## src/rtl/uart_sched_pkg.sv

```systemverilog
// Shared constants for the UART transmit scheduler: state encoding, default
// timing constants and the counter-width helper.
package uart_sched_pkg;

    localparam int BYTE_W          = 8;
    localparam int DEF_GAP_CYCLES  = 16;
    localparam int DEF_ACK_TIMEOUT = 64;

    localparam logic [2:0] ST_IDLE     = 3'd0;
    localparam logic [2:0] ST_LOAD     = 3'd1;
    localparam logic [2:0] ST_WAIT_ACK = 3'd2;
    localparam logic [2:0] ST_WAIT_TX  = 3'd3;
    localparam logic [2:0] ST_GAP      = 3'd4;

    // One spare bit so a counter sized for the larger limit can never wrap.
    function automatic int cnt_width(input int a, input int b);
        return $clog2((a > b) ? a : b) + 1;
    endfunction

endpackage

```

## src/rtl/sched_cycle_timer.sv

```systemverilog
// Cycle timer: cleared while idle, counts while enabled, flags the last cycle
// of a LIMIT-cycle interval. Saturates at the terminal count.
module sched_cycle_timer #(
    parameter int WIDTH = 8,
    parameter int LIMIT = 16
) (
    input  logic clk,
    input  logic reset,
    input  logic i_clear,
    input  logic i_en,
    output logic o_term
);

    localparam logic [WIDTH-1:0] TERM = WIDTH'(LIMIT - 1);

    logic [WIDTH-1:0] r_count;

    always_ff @(posedge clk) begin
        if (reset || i_clear) begin
            r_count <= '0;
        end else if (i_en && (r_count != TERM)) begin
            r_count <= r_count + 1'b1;
        end
    end

    assign o_term = i_en && (r_count == TERM);

endmodule

```

## src/rtl/uart_tx_scheduler.sv

```systemverilog
// Sends a MSG_LEN-byte message through a single-byte UART transmitter, LSB byte
// first, with Tx_WR/Tx_BUSY handshake, inter-frame gap and accept timeout.
// Optional macro UART_SCHED_REPEAT_EN: resend continuously until `stop`.
module uart_tx_scheduler
    import uart_sched_pkg::*;
#(
    parameter int MSG_LEN     = 4,
    parameter int GAP_CYCLES  = DEF_GAP_CYCLES,
    parameter int ACK_TIMEOUT = DEF_ACK_TIMEOUT
) (
    input  logic                        clk,
    input  logic                        reset,
    input  logic                        start,
    input  logic [BYTE_W*MSG_LEN-1:0]   msg_data,
    input  logic                        Tx_BUSY,
`ifdef UART_SCHED_REPEAT_EN
    input  logic                        stop,
`endif
    output logic                        Tx_EN,
    output logic                        Tx_WR,
    output logic [BYTE_W-1:0]           Tx_DATA,
    output logic                        busy,
    output logic                        done,
    output logic                        err,
    output logic [2:0]                  byte_idx
);

    localparam int         CNT_W    = cnt_width(GAP_CYCLES, ACK_TIMEOUT);
    localparam logic [2:0] LAST_IDX = 3'(MSG_LEN - 1);

    logic [2:0]                r_state, r_state_next;
    logic [BYTE_W*MSG_LEN-1:0] r_msg, r_msg_next;
    logic [2:0]                r_idx, r_idx_next;
    logic                      r_tx_wr, r_tx_wr_next;
    logic [BYTE_W-1:0]         r_tx_data, r_tx_data_next;
    logic                      r_busy, r_busy_next;
    logic                      r_done, r_done_next;
    logic                      r_err, r_err_next;

    logic                      w_gap_term;
    logic                      w_ack_term;
    logic                      w_finish;
    logic [BYTE_W-1:0]         w_cur_byte;
    logic [BYTE_W-1:0]         w_msg_bytes [8];

    // Fixed 8-entry byte view so the 3-bit index never selects outside the array.
    genvar gi;
    generate
        for (gi = 0; gi < 8; gi++) begin : g_bytes
            if (gi < MSG_LEN) begin : g_used
                assign w_msg_bytes[gi] = r_msg[gi*BYTE_W +: BYTE_W];
            end else begin : g_unused
                assign w_msg_bytes[gi] = '0;
            end
        end
    endgenerate

    assign w_cur_byte = w_msg_bytes[r_idx];

`ifdef UART_SCHED_REPEAT_EN
    logic r_stop_req;

    // A stop request is remembered until the byte in flight has finished its gap.
    always_ff @(posedge clk) begin
        if (reset || (r_state == ST_IDLE)) begin
            r_stop_req <= 1'b0;
        end else if (stop) begin
            r_stop_req <= 1'b1;
        end
    end

    assign w_finish = r_stop_req || stop;
`else
    assign w_finish = (r_idx == LAST_IDX);
`endif

    sched_cycle_timer #(.WIDTH(CNT_W), .LIMIT(GAP_CYCLES)) u_gap_timer (
        .clk     (clk),
        .reset   (reset),
        .i_clear (r_state != ST_GAP),
        .i_en    (r_state == ST_GAP),
        .o_term  (w_gap_term)
    );

    sched_cycle_timer #(.WIDTH(CNT_W), .LIMIT(ACK_TIMEOUT)) u_ack_timer (
        .clk     (clk),
        .reset   (reset),
        .i_clear (r_state != ST_WAIT_ACK),
        .i_en    (r_state == ST_WAIT_ACK),
        .o_term  (w_ack_term)
    );

    always_ff @(posedge clk) begin
        if (reset) begin
            r_state   <= ST_IDLE;
            r_msg     <= '0;
            r_idx     <= '0;
            r_tx_wr   <= 1'b0;
            r_tx_data <= '0;
            r_busy    <= 1'b0;
            r_done    <= 1'b0;
            r_err     <= 1'b0;
        end else begin
            r_state   <= r_state_next;
            r_msg     <= r_msg_next;
            r_idx     <= r_idx_next;
            r_tx_wr   <= r_tx_wr_next;
            r_tx_data <= r_tx_data_next;
            r_busy    <= r_busy_next;
            r_done    <= r_done_next;
            r_err     <= r_err_next;
        end
    end

    always_comb begin
        r_state_next = r_state;
        case (r_state)
            ST_IDLE:     if (start) r_state_next = ST_LOAD;
            ST_LOAD:     if (!Tx_BUSY) r_state_next = ST_WAIT_ACK;
            ST_WAIT_ACK: begin
                if (Tx_BUSY) begin
                    r_state_next = ST_WAIT_TX;
                end else if (w_ack_term) begin
                    r_state_next = ST_IDLE;
                end
            end
            ST_WAIT_TX:  if (!Tx_BUSY) r_state_next = ST_GAP;
            ST_GAP:      if (w_gap_term) r_state_next = w_finish ? ST_IDLE : ST_LOAD;
            default:     r_state_next = ST_IDLE;
        endcase
    end

    // Outputs are registered; this process computes their next values.
    always_comb begin
        r_msg_next     = r_msg;
        r_idx_next     = r_idx;
        r_tx_wr_next   = 1'b0;
        r_tx_data_next = r_tx_data;
        r_done_next    = 1'b0;
        r_err_next     = 1'b0;
        r_busy_next    = (r_state_next != ST_IDLE);
        case (r_state)
            ST_IDLE: begin
                if (start) begin
                    r_msg_next = msg_data;
                    r_idx_next = '0;
                end
            end
            ST_LOAD: begin
                if (!Tx_BUSY) begin
                    r_tx_wr_next   = 1'b1;
                    r_tx_data_next = w_cur_byte;
                end
            end
            ST_WAIT_ACK: begin
                if (!Tx_BUSY && w_ack_term) r_err_next = 1'b1;
            end
            ST_GAP: begin
                if (w_gap_term) begin
                    if (w_finish) begin
                        r_done_next = 1'b1;
                    end else begin
                        r_idx_next = (r_idx == LAST_IDX) ? 3'd0 : r_idx + 3'd1;
                    end
                end
            end
            default: ;
        endcase
    end

    assign Tx_EN    = r_busy;
    assign busy     = r_busy;
    assign Tx_WR    = r_tx_wr;
    assign Tx_DATA  = r_tx_data;
    assign done     = r_done;
    assign err      = r_err;
    assign byte_idx = r_idx;

endmodule

```

## config.mk

```make
export PLATFORM = sky130hd
export DESIGN_NAME = uart_tx_scheduler
export DESIGN_NICKNAME = d
export VERILOG_FILES = /design/src/rtl/uart_sched_pkg.sv /design/src/rtl/sched_cycle_timer.sv /design/src/rtl/uart_tx_scheduler.sv
export SDC_FILE = /design/constraint.sdc
export NUM_CORES = 1
export LEC_CHECK = 0
export BUFFER_PORTS_ARGS = -buffer_cell sky130_fd_sc_hd__buf_4
export CAP_MARGIN = 25
export CELL_PAD_IN_SITES_DETAIL_PLACEMENT = 1
export CELL_PAD_IN_SITES_GLOBAL_PLACEMENT = 1
export CORE_MARGIN = 10
export CORE_UTILIZATION = 35
export CTS_BUF_LIST = sky130_fd_sc_hd__clkbuf_2 sky130_fd_sc_hd__clkbuf_4 sky130_fd_sc_hd__clkbuf_8
export CTS_CLUSTER_SIZE = 8
export DETAILED_ROUTE_END_ITERATION = 7
export PLACE_DENSITY = 0.73
export SLEW_MARGIN = 20
export SYNTH_ARGS = -nofsm -noshare
export SYNTH_HDL_FRONTEND = slang
export SYNTH_SLANG_ARGS = --single-unit
```

## constraint.sdc

```tcl
create_clock -name clk -period 3.1 [get_ports clk]
set_input_delay 0.62 -clock clk [delete_from_list [all_inputs] [get_ports clk]]
set_output_delay 0.62 -clock clk [all_outputs]
set_load 0.02 [all_outputs]
```

Word level (Yosys, flattened, before mapping) --
Index checks and enable logic that the tools add are counted.
Storage, ports and cells: flip-flop bits (word level) 64, output and inout port bits 16, logic and storage cells 69
Operators by class: add/sub/neg operators 3, $lt $le $gt $ge 1, equal/unequal tests 14, multiplexer cells 18, bitwise operators 6, reduce and logical (&&, ||, !) cells 17
Operators by type and width (count):
- 3-bit two-way mux | 9
- 8-bit binary-select mux with 3-bit select | 1
- 8-bit two-way mux | 2
- 3-bit case mux with 5 select lines | 1
- 7-bit by 1-bit adder with 7-bit output (second input constant) | 2
- 3-bit by 2-bit equality test with 1-bit output (second input constant) | 3
- 7-bit by 4-bit equality test with 1-bit output (second input constant) | 1
- 7-bit by 6-bit equality test with 1-bit output (second input constant) | 1
- 7-bit by 4-bit != test with 1-bit output (second input constant) | 1
- 7-bit by 6-bit != test with 1-bit output (second input constant) | 1
- 2-bit != test (second input constant) | 3
- 3-bit case mux with 2 select lines | 1
- 1-bit logical AND | 5
- 1-bit inverter | 5
- 4-bit greater-or-equal comparator (second input constant) | 1
- 1-bit two-way mux | 4
- 3-bit inverter with 4-bit output | 1
- 2-bit AND reduction | 2
- 4-bit AND reduction | 1
- 2-bit OR reduction | 2
- 3-bit by 1-bit adder with 3-bit output (second input constant) | 1
- 3-bit by 1-bit equality test with 1-bit output (second input constant) | 1
- 3-bit equality test (second input constant) | 1
- 3-bit zero test | 1
- 7 further kinds | 8

Longest topological paths before layout --
Gate-level depths: netlist (run 1).
depth in word-level cells 6, depth in mapped cells 6, gate-level depth less buffers 6

Modules after synthesis --
From an unflattened synthesis (run 1), not the netlist that was laid out.
Second synthesis, totals: cells, all modules 306, area total of the unflattened synthesis 2758.9 um^2
By module, submodules not included:
- uart_tx_scheduler | instances 1, cells each 226, area an instance 2062.0 um^2, sequential area each 1001.0 um^2
- sched_cycle_timer at u_gap_timer | instances 1, cells each 43, area an instance 365.4 um^2, sequential area each 140.1 um^2
- sched_cycle_timer at u_ack_timer | instances 1, cells each 37, area an instance 331.6 um^2, sequential area each 140.1 um^2

Least setup slack after synthesis (run 1) --
No wires, ideal clock.
kind input to register, start point in Tx_BUSY, end point reg r_tx_data[0], in the netlist Tx_DATA[0], setup time 128 ps, arrival time 1505 ps, setup slack 1468 ps, stages 4, path buffers 1, cells stage by stage or4b_4 -> buf_6 -> a22oi_1 -> nor2_1
On the way: longest elaborated chain between the ends 2
RTL lines:
- from (decl) | line uart_tx_scheduler.sv:15 | input logic Tx_BUSY,
- 1-bit inverter (no source line)
- 2-bit AND reduction (no source line)
- to (signal assigned) | line uart_tx_scheduler.sv:108 | r_tx_data <= r_tx_data_next;
- to (decl) | line uart_tx_scheduler.sv:35 | logic [BYTE_W-1:0] r_tx_data, r_tx_data_next;
Every way passes these cells. A chain may end at the register's enable or synchronous reset.

Worst setup path after layout (run 1) --
start point reg r_idx[1], in the netlist byte_idx[1], end point out byte_idx[1]
RTL lines:
- from (decl) | line uart_tx_scheduler.sv:33 | logic [2:0] r_idx, r_idx_next;
- from (signal assigned) | line uart_tx_scheduler.sv:106 | r_idx <= r_idx_next;
- to (decl) | line uart_tx_scheduler.sv:25 | output logic [2:0] byte_idx
No word-level cell between the ends.

==> run metrics, run 1 <==
mux share of post-synthesis cell area=0.0879; initial antenna violation count=0; number of port buffers=51; Min Clock Period, post-route=just under 2 ns; Synthesis Warnings=0; final WL=6450 um; critical path endpoint category=primary output; Slew headroom=0.553; Hold Fails Final Rpt=0; f_max=0.511 GHz; Slowest Stage Delay on Critical Path=roughly 0.75 ns; die area=11400 um^2; Simple-Gate Fraction of Synth Area=0.217; Final Max Tran Viols=0; Pwr Density=549 nW/um^2; H-tree Lvls=3; Pre-Repair DR Iteration Count=4; clk sinks=64; Adder-Cell Fraction of Synth Area=0.0190; core area=between 7000 and 8000 um^2; kind of cell adding the most delay to the critical path=flip-flops; vias in the first global route=2229; Critical Path AT=1.34 ns; CP Cell Sequence=buf_4; io pins=52; clock root cell=clkbuf_8; Total Routing Usage GR=0.117; CTS resizes=0; worst slew pin tran=approximately 0.67 ns; crit path kind=reg -> out; register area share after synthesis=0.487; final hold slack=0.451 ns; TritonCTS clock tree=yes; Iteration-0 DRC Markers=81; commonest non-fill, non-tap cell in the layout=nand2_1; area grow syn2layout=24.7%; wire per inst=14.7 um; final instance area=3280 um^2; CP required=2.48 ns; first-pass GRT wire length=between 10000 and 15000 um; Synth Flop Type=dfxtp_1; main combinational cell family by area after synthesis=simple AND/OR/NAND/NOR gates; dpl cell area=3060 um^2; filler cell count=891; post-layout util=0.450; CP Buf/Inv Count=1; cell count after synthesis=289; max-cap violations=0; most frequent cells in the layout=67 x nand2_1, 64 x dfxtp_1, 52 x buf_4; Max VDD drop=roughly 0.00024 V; Post-synth EDFFs=0; Routability Congestion=0.760; Die H=107 um; setup bufs post-CTS=0; Cell Area, Synth=2630 um^2; complex-gate fraction of the synthesized area=0.129; worst-path maximum fanout=11; Diodes inserted=0; CTS Buffer Depth=2; setup violators final=0; Chip Width=about 110 um; largest net degree at the start of global routing=51; Synth cell types=between 40 and 50; # DRC=0; Total Neg Setup Slack=0 ns; Worst-Skew Late Latency=between 0.3 and 0.4 ns; syn_nets=329; Async S/R FF share, synth=0; run status=finished, final reports clean; RSZ-0062 raised after global routing=false; fin crit share=0.631; number of hold buffers added after CTS=0; Clock Skew=0.00619 ns; fraction of layout cells with a size suffix above 1=0.247; Clk pin slew, worst setup/hold paths=about 0.060 ns; TritonCTS Buffers=9; Setup crit start kind=register; dpl hpwl=4740 um; Via density=4.79; antenna viol nets, final=0; Post-Synth XOR/XNOR Area=0.0233; CP max stage cell=dfxtp_1; Seq cells post-synth=64; P_leak=1.30 nW; gr ovfl total=0; FP Rows=31; routed vias=2104; min-delay worst type=reg -> reg; power consumption=0.00180 W; Initial Util=0.361; Avg Inst Size Synth=9.11 um^2; nets=375
final cells by class:
cell class                      count  area, um^2  share of cell area
Sequential cell                    64        1280               0.390
Multi-Input combinational cell    204        1250               0.382
Timing Repair Buffer               53         405               0.124
Clock buffer                       13         166              0.0507
Tap cell                           99         124              0.0377
Clock inverter                      3        40.0              0.0122
Inverter                            3        11.3             0.00343
through the flow:
step	setup slack, ns	std cells
after floorplan	1.47	289
after global placement	1.09	422
after detailed placement	1.05	422
after CTS	1.09	438
after global routing	1.01	439
final	1.14	439
report_power, final:
group / internal, W / switching (W) / leakage [nW]
logic: 0.0000889 / 0.000103 / 0.667
clock network: 0.000431 / 0.000293 / 0.110
registers: 0.000861 / 0.0000248 / 0.521
synth_stat cells, types with 3 or more instances:
master	count	area, um^2
a21oi_1	35	175
a22oi_1	8	60.1
and3_1	3	18.8
buf_2	5	25.0
clkbuf_1	8	30.0
dfxtp_1	64	1280
ha_1	4	50.1
inv_1	3	11.3
mux2i_1	4	40.0
mux4_2	8	180
nand2_1	67	251
nand3_1	5	25.0
nand3b_1	3	22.5
nor2_1	24	90.1
nor3_1	4	20.0
o21ai_0	5	25.0
or2_2	3	18.8
xor2_1	5	43.8
final timing paths:
kind / startpoint / endpoint / slack [ns] / cells past startpoint
max reg2reg: byte_idx[1]$_SDFFE_PP0P_ / byte_idx[0]$_SDFFE_PP0P_ / 1.25 / 6
max: byte_idx[1]$_SDFFE_PP0P_ / byte_idx[1] / 1.14 / 1
min: u_ack_timer.r_count[6]$_SDFFE_PP0P_ / u_ack_timer.r_count[6]$_SDFFE_PP0P_ / 0.45 / 2
min reg2reg: u_ack_timer.r_count[6]$_SDFFE_PP0P_ / u_ack_timer.r_count[6]$_SDFFE_PP0P_ / 0.45 / 2
sequential cells by signal, indices dropped and copies added (netlist names):
register,cells
u_gap_timer.r_count,7
Tx_EN,1
done,1
Tx_WR,1
r_state,3
r_msg,32
u_ack_timer.r_count,7
err,1
byte_idx,3
Tx_DATA,8
routing by layer:
| metal | share of wire | GRT usage | vias up | wire length (um) |
|---|---|---|---|---|
| li1 | - | - | 1085 | - |
| met1 | 0.46 | 0.145 | 985 | 2960 |
| met2 | 0.49 | 0.187 | 32 | 3160 |
| met3 | 0.040 | 0.0365 | 2 | 261 |
| met4 | 0.0098 | 0.0435 | 0 | 63 |
| met5 | 0 | 0 | - | 0 |
logic make-up after synthesis:
| logic type | count (synthesis) |
|---|---|
| AOI/OAI and AO/OA | 58 |
| xor gates and xnor gates | 7 |
| adders and majority gates | 4 |
| buffers and inverters | 21 |
| DFF | 64 |
| muxes | 13 |
| and+or+nand+nor | 122 |
Note: power is estimated with default switching activity, not from simulation.
==> inputs of run 2 (changes only) <==
- clock period: 3.1 -> 1.9 ns (I/O delays scaled with it)
==> run metrics, run 2 (same netlist as run 1, synthesis figures left out) <==
Power Internal=roughly 0.0023 W; post-layout util=0.457; Max VDD drop=about 0.00044 V; Sw Ratio=0.238; CP required=2.12 ns; Hold Fails Final Rpt=0; die area=roughly 11000 um^2; number of hold buffers added after CTS=0; final WL=approximately 6300 um; setup violators final=0; Slew headroom=0.734; P_leak=1.33 nW; core area=7290 um^2; Largest Register=r_msg; FP Rows=31; CTS resizes=0; wire per inst=14.3 um; setup bufs post-CTS=0; Routability Congestion=0.747; Logic pwr share=0.105; worst slew pin tran=0.397 ns; nets=380; critical path endpoint category=register; area of the multi-input gates=1250 um^2; Min Clock Period, post-route=1.70 ns; CTS Buffer Depth=2; Total Neg Setup Slack=0 ns; Worst-Skew Late Latency=0.34 ns; max-cap violations=0; Diodes inserted=0; vias in the first global route=2259; worst-path maximum fanout=7; Final Max Tran Viols=0; number of port buffers=slightly above 50; final instance area=3330 um^2; crit path kind=reg -> reg; Die H=107 um; initial antenna violation count=0; TritonCTS clock tree=yes; largest net degree at the start of global routing=33; P_sw=0.000718 W; f_max=0.589 GHz; Iteration-0 DRC Markers=70; antenna viol nets, final=0; fin crit share=0.894; TritonCTS Buffers=9; io pins=52; first-pass GRT wire length=10800 um; H-tree Lvls=3; dpl cell area=3120 um^2; dpl hpwl=roughly 4700 um; register area=~1300 um^2; Via density=4.85; clk sinks=64; sequential power share=0.477; routed vias=2154; Chip Width=between 100 and 150 um; Pre-Repair DR Iteration Count=4; clock root cell=clkbuf_8; Total Routing Usage GR=0.115; filler cell count=about 900; run status=finished, final reports clean; min-delay worst type=in -> reg; pre-CTS WS=0.204 ns; Initial Util=0.361; post-route setup slack=0.202 ns; fraction of layout cells with a size suffix above 1=0.258; Pwr Density=906 nW/um^2; Clock Skew=0.00921 ns; most frequent cells in the layout=67 x nand2_1, 64 x dfxtp_1, 57 x buf_4; Clock power frac=0.417; area grow syn2layout=26.6%; Setup crit start kind=register; # DRC=0; Critical Path AT=1.92 ns; Clk pin slew, worst setup/hold paths=roughly 0.07 ns; max reg flops=32; gr ovfl total=0; commonest non-fill, non-tap cell in the layout=nand2_1; RSZ-0062 raised after global routing=false
-- run 2: cell count changes in the layout (fill, tap and decap cells not counted) --
cell	before	now
buf_12	0	1
buf_4	52	57
clkbuf_4	2	1
clkinv_2	2	3
clkinv_4	0	1
bufinv_16	1	2
buf_8	1	0
clkbuf_8	11	9
-- run 2: final timing paths --
check / depth (start not counted) / start / to / slack [ns]
hold / removal: 2 / Tx_BUSY / err$_SDFF_PP0_ / 0.26
setup reg to reg: 5 / u_gap_timer.r_count[0]$_SDFFE_PP0P_ / Tx_EN$_SDFF_PP0_ / 0.20
hold reg to reg: 2 / u_ack_timer.r_count[6]$_SDFFE_PP0P_ / u_ack_timer.r_count[6]$_SDFFE_PP0P_ / 0.45
setup / recovery: 5 / u_gap_timer.r_count[0]$_SDFFE_PP0P_ / Tx_EN$_SDFF_PP0_ / 0.20
-- run 2: cell type report --
cell class	count	area share
repair buffers	58	0.134
well taps	99	0.0372
clock inverters	6	0.0252
inverters	3	0.00338
flip-flops and latches	64	0.384
multi-input cells	204	0.376
clock buffers	10	0.0394
-- run 2: worst max-delay path, cell delays in order (launching register included) --
cell       delay, ns
dfxtp_1         0.36
ha_1            0.19
and3_1          0.26
nand2_1         0.22
o2bb2ai_1       0.19
or3_1           0.37
-- run 2: per-layer routing --
layer,vias up,part of all wire,track usage
li1,1100,-,-
met1,1012,0.47,0.140
met2,38,0.48,0.185
met3,4,0.042,0.0341
met4,0,0.0096,0.0493
met5,-,0,0
-- run 2: stage by stage --
| stage | std cells | power, W | hold WS [ns] |
|---|---|---|---|
| floorplan | 289 | 0.00167 | 0.423 |
| global placement | 428 | 0.00179 | 0.438 |
| detailed placement | 428 | 0.00180 | 0.446 |
| CTS | 444 | 0.00307 | 0.246 |
| global route | 444 | 0.00317 | 0.257 |
| finish | 444 | 0.00302 | 0.261 |
-- run 2: power by group through the flow --
stage,clock (W),sequential [W],combinational [W]
floorplan,0,0.00147,0.000196
global placement,0,0.00147,0.000318
detailed placement,0,0.00147,0.000322
CTS,0.00130,0.00144,0.000324
global route,0.00136,0.00145,0.000355
finish,0.00126,0.00144,0.000318
